<file path="src/rtl/uart_wbm_pkg.sv">
// Shared definitions for the UART-side Wishbone command master:
// FSM encodings, parameter defaults and the timeout counter width.
package uart_wbm_pkg;

  localparam int DEF_ADDR_WIDTH = 3;
  localparam int DEF_TIMEOUT    = 15;
  localparam int TMO_CNT_W      = 8;

  typedef enum logic [1:0] {
    ST_IDLE = 2'd0,
    ST_BUS  = 2'd1,
    ST_RESP = 2'd2
  } state_t;

  // Count value seen during the last BUS cycle that may still wait for ack.
  function automatic logic [TMO_CNT_W-1:0] tmo_last(input int timeout);
    return TMO_CNT_W'(timeout - 1);
  endfunction

endpackage

</file>
<file path="src/rtl/uart_wbm_timeout.sv">
// Bus-cycle watchdog: counts waiting cycles while enabled, flags the
// TIMEOUT-th waiting cycle so the master can abort on that edge.
module uart_wbm_timeout
  import uart_wbm_pkg::*;
#(
  parameter int TIMEOUT = DEF_TIMEOUT
) (
  input  logic clk,
  input  logic rst,
  input  logic clear,
  input  logic enable,
  output logic expired
);

  logic [TMO_CNT_W-1:0] count;

  always_ff @(posedge clk) begin
    if (rst || clear) begin
      count <= '0;
    end else if (enable && !expired) begin
      count <= count + 1'b1;
    end
  end

  assign expired = (count == tmo_last(TIMEOUT));

endmodule

</file>
<file path="src/rtl/uart_wb_master.sv">
// Single-outstanding command master: turns a valid/ready request into one
// Wishbone classic cycle and returns data or a timeout error as a response.
module uart_wb_master
  import uart_wbm_pkg::*;
#(
  parameter int ADDR_WIDTH = DEF_ADDR_WIDTH,
  parameter int TIMEOUT    = DEF_TIMEOUT
) (
  input  logic                  clk,
  input  logic                  wb_rst_i,
  input  logic                  req_valid,
  output logic                  req_ready,
  input  logic                  req_we,
  input  logic [ADDR_WIDTH-1:0] req_addr,
  input  logic [7:0]            req_dat,
  output logic                  rsp_valid,
  input  logic                  rsp_ready,
  output logic [7:0]            rsp_dat,
  output logic                  rsp_err,
  output logic                  wb_cyc_o,
  output logic                  wb_stb_o,
  output logic                  wb_we_o,
  output logic [ADDR_WIDTH-1:0] wb_adr_o,
  output logic [7:0]            wb_dat_o,
  input  logic [7:0]            wb_dat_i,
  input  logic                  wb_ack_i
);

  state_t state, state_next;
  logic   in_bus;
  logic   tmo_expired;

  assign in_bus = (state == ST_BUS);

  uart_wbm_timeout #(
    .TIMEOUT (TIMEOUT)
  ) u_timeout (
    .clk     (clk),
    .rst     (wb_rst_i),
    .clear   (!in_bus),
    .enable  (in_bus && !wb_ack_i),
    .expired (tmo_expired)
  );

  always_ff @(posedge clk) begin
    if (wb_rst_i) begin
      state <= ST_IDLE;
    end else begin
      state <= state_next;
    end
  end

  always_comb begin
    state_next = state;
    unique case (state)
      ST_IDLE: if (req_valid) state_next = ST_BUS;
      ST_BUS:  if (wb_ack_i || tmo_expired) state_next = ST_RESP;
      ST_RESP: if (rsp_ready) state_next = ST_IDLE;
      default: state_next = ST_IDLE;
    endcase
  end

  // cyc and stb come from the same decode so they can never diverge.
  always_comb begin
    req_ready = (state == ST_IDLE);
    wb_cyc_o  = in_bus;
    wb_stb_o  = in_bus;
    rsp_valid = (state == ST_RESP);
  end

  always_ff @(posedge clk) begin
    if (wb_rst_i) begin
      wb_we_o  <= 1'b0;
      wb_adr_o <= '0;
      wb_dat_o <= '0;
      rsp_dat  <= '0;
      rsp_err  <= 1'b0;
    end else begin
      unique case (state)
        ST_IDLE: begin
          if (req_valid) begin
            wb_we_o  <= req_we;
            wb_adr_o <= req_addr;
            wb_dat_o <= req_dat;
          end
        end
        ST_BUS: begin
          // A late ack on the final allowed cycle still counts as success.
          if (wb_ack_i) begin
            rsp_dat <= wb_we_o ? 8'h00 : wb_dat_i;
            rsp_err <= 1'b0;
          end else if (tmo_expired) begin
            rsp_dat <= 8'h00;
            rsp_err <= 1'b1;
          end
        end
        ST_RESP: begin
          if (rsp_ready) begin
            rsp_dat <= 8'h00;
            rsp_err <= 1'b0;
          end
        end
        default: ;
      endcase
    end
  end

endmodule

</file>
<file path="config.mk">
export PLATFORM = sky130hd
export DESIGN_NAME = uart_wb_master
export DESIGN_NICKNAME = d
export VERILOG_FILES = /design/src/rtl/uart_wbm_pkg.sv /design/src/rtl/uart_wbm_timeout.sv /design/src/rtl/uart_wb_master.sv
export SDC_FILE = /design/constraint.sdc
export NUM_CORES = 1
export LEC_CHECK = 0
export BUFFER_PORTS_ARGS = -buffer_cell sky130_fd_sc_hd__buf_2
export CAP_MARGIN = 20
export CORE_MARGIN = 2
export CORE_UTILIZATION = 35
export DETAILED_ROUTE_END_ITERATION = 7
export PLACE_DENSITY = 0.65
export SLEW_MARGIN = 25
export SYNTH_ARGS = -nofsm -noshare
export SYNTH_HDL_FRONTEND = slang
export SYNTH_SLANG_ARGS = --single-unit
</file>
<file path="constraint.sdc">
create_clock -name clk -period 1.8 [get_ports clk]
set_clock_uncertainty 0.05 [all_clocks]
set_input_delay 0.09 -clock clk [delete_from_list [all_inputs] [get_ports clk]]
set_output_delay 0.09 -clock clk [all_outputs]
set_load 0.02 [all_outputs]
</file>
==> results.json <==
{
  "clkLatencyLatePin_ps": 280,
  "leakagePower_nw": 0.882,
  "clockBufferDepth": 2,
  "max-vdd-ir-drop_v": 0.000881,
  "syn_area_um2": 1440,
  "syn_inst": 160,
  "ant_nets": 0,
  "coreArea_um2": 3970,
  "worstPathRequired_ps": 1930,
  "layout_min_cycle_time_ps": 1640,
  "chipHeight_um": 68.0,
  "grt_pass1_vias": 1209,
  "die_area_um2": 4630,
  "synth-simple-area-share": 0.262,
  "yosys.area.top_type_share": 0.432,
  "via_per_inst": 4.47,
  "cts-root-buf": "clkbuf_8",
  "synthMostInstantiatedCell": "nand2_1",
  "numCtsBuffers": 5,
  "synth_top_family_by_area": "simple AND/OR/NAND/NOR gates",
  "finalNetCount": 266,
  "hold_viol_final": 0,
  "yosysWarnings": 0,
  "busiest_layer": "met2",
  "dr.pass1.iters": 4,
  "cp-end-kind": "flip-flop",
  "path_clk_slew_ps": 70,
  "synth_nets": 192,
  "syn_avg_cell_area_um2": 8.97,
  "met1_usage": 0.189,
  "gp_congestion": 0.768,
  "muxShareOfSynthArea": 0.0802,
  "ios": 50,
  "route.detailed.drc": 0,
  "via_count": 1274,
  "ys_types": 27,
  "maxSlewHeadroom": 0.689,
  "area_delta_synth_final_pct": 42.8,
  "htree_num_levels": 2,
  "ys_ff_latch": 31,
  "gr-total-overflow": 0,
  "slew_viol_final": 0,
  "outcome": "complete, no violations",
  "grt_pass1_wl_um": 5190,
  "yosys-top-cells-count": "37 x nand2_1, 31 x dfxtp_1, 15 x nand2b_1, 12 x a21oi_1, 10 x mux2i_1",
  "crit_path_max_fanout": 6,
  "grtUsageTotal": 0.152,
  "hp-class": "in2reg",
  "synth_edf_count": 0,
  "gr-usage-met2": 0.238,
  "wl_per_cell_um": 11.2,
  "drt-total-wl_um": 3200,
  "synthTopCellsByArea": "dfxtp_1 43%, nand2_1 9.7%, mux2i_1 7.0%",
  "powerDensity_nw_per_um2": 1260,
  "drtIter0Drc": 45,
  "path_class": "reg2reg",
  "tightest_slew_ps": 467,
  "post-route-util": 0.516,
  "antenna_found_initial": 0,
  "cts_sinks": 31,
  "initial_utilization": 0.361,
  "synth_xor_area_frac": 0.0427,
  "io_buffers": 49,
  "maxCapViolCount": 0,
  "dp.final_hpwl_um": 2120,
  "period_share": 0.912,
  "die_w_um": 68.0,
  "grt_util_met3": 0.0559,
  "ys_seq_area_frac": 0.432,
  "grt_max_degree": 29,
  "final_layout_size_suffix_gt1_frac": 0.294,
  "crit_arrival_ps": 1770,
  "cts_tree": "done",
  "synth_flop_cell": "dfxtp_1",
  "n_antenna_cell": 0,
  "critPathLaunchType": "flip-flop",
  "synthAdderAreaFrac": 0.0610,
  "placement_rows": 23,
  "yosys.area.top_type": "dfxtp_1",
  "report.power.total_mw": 2.58,
  "rrSetupSlack_ps": 160,
  "async_reset_ff_frac": 0,
  "fmax_ghz": 0.609,
  "setup_violations": 0,
  "synth-compound-area-share": 0.0837
}
[cells by family after synthesis]
| kind of cell | count (synthesis) |
|---|---|
| muxes | 11 |
| xor gates and xnor gates | 7 |
| and+or+nand+nor | 73 |
| buffers and inverters | 13 |
| adders and majority gates | 7 |
| AOI/OAI and AO/OA | 18 |
| DFF | 31 |
[layout make-up]
cell class	count	area, um2
inverter	6	22.5
multi-input combinational	116	762
fill	390	1920
timing repair buffer	74	478
sequential	31	621
tap	50	62.6
clock inverter	1	7.51
clock buffer	7	96.3
[worst max-delay path: stages, from the launching register on]
cell and delay, ps:
dfxtp_1 390, inv_1 110, ha_1 260, nand2b_1 100, nand2_1 130, nor2_8 190, mux2_4 310
[worst paths after layout]
check / endpoint / startpoint / depth (start not counted)
setup / recovery: rsp_err$_SDFFE_PP0P_ / state[0]$_SDFFE_PP0P_ / 6
hold / removal: rsp_dat[1]$_SDFFE_PP0P_ / wb_dat_i[1] / 3
setup reg to reg: rsp_err$_SDFFE_PP0P_ / state[0]$_SDFFE_PP0P_ / 6
hold reg to reg: wb_dat_o[5]$_SDFFE_PP0P_ / wb_dat_o[5]$_SDFFE_PP0P_ / 2
[through the flow]
stage                     worst slack, ps  TNS (ps)  instance area [um2]  instances  hold slack [ps]
after detailed placement              136         0                 1740        256              287
final                                 158         0                 2050        285             5.44
after CTS                             124         0                 2030        282            0.559
after global placement                168         0                 1740        256              284
after global routing                -3.40     -3.40                 2050        285             11.9
after floorplan                      27.6         0                 1440        160              176
[cells in the final DEF, fill, tap and decap left out, types with 2 or more instances in the layout]
| master | Yosys | layout |
|---|---|---|
| a311oi_1 | 2 | 2 |
| nor4_1 | 2 | 2 |
| nor2_1 | 9 | 9 |
| a21oi_1 | 12 | 12 |
| dfxtp_1 | 31 | 31 |
| buf_4 | 1 | 7 |
| nor3_1 | 2 | 2 |
| clkbuf_8 | 0 | 7 |
| mux2i_1 | 10 | 10 |
| and2_1 | 2 | 2 |
| xnor2_1 | 7 | 7 |
| inv_1 | 6 | 6 |
| ha_1 | 7 | 7 |
| nand2_1 | 37 | 37 |
| buf_2 | 1 | 49 |
| dlygate4sd3_1 | 0 | 18 |
| nand2b_1 | 15 | 15 |
[sequential cells by signal (all words and copies together), names as in the netlist]
signal	count
rsp_dat	8
rsp_err	1
state	2
u_timeout.count	8
wb_adr_o	3
wb_dat_o	8
wb_we_o	1
[timing repair]
action	CTS	global route
hold endpoints to repair	18	0
setup buffers	0	3
setup endpoints to repair	0	4
hold buffers	18	0
gates resized for setup	0	1
[routing by layer]
metal | vias to the layer above | part of all wire
li1 | 670 | -
met1 | 564 | 0.47
met2 | 35 | 0.46
met3 | 5 | 0.061
met4 | 0 | 0.015
met5 | - | 0
[where the power goes]
group          switching, mW  internal (mW)
registers             0.0648          0.795
clock network          0.269          0.348
logic                  0.624          0.483
total                  0.957           1.63
No activity file was read; power rests on OpenSTA's default activity.
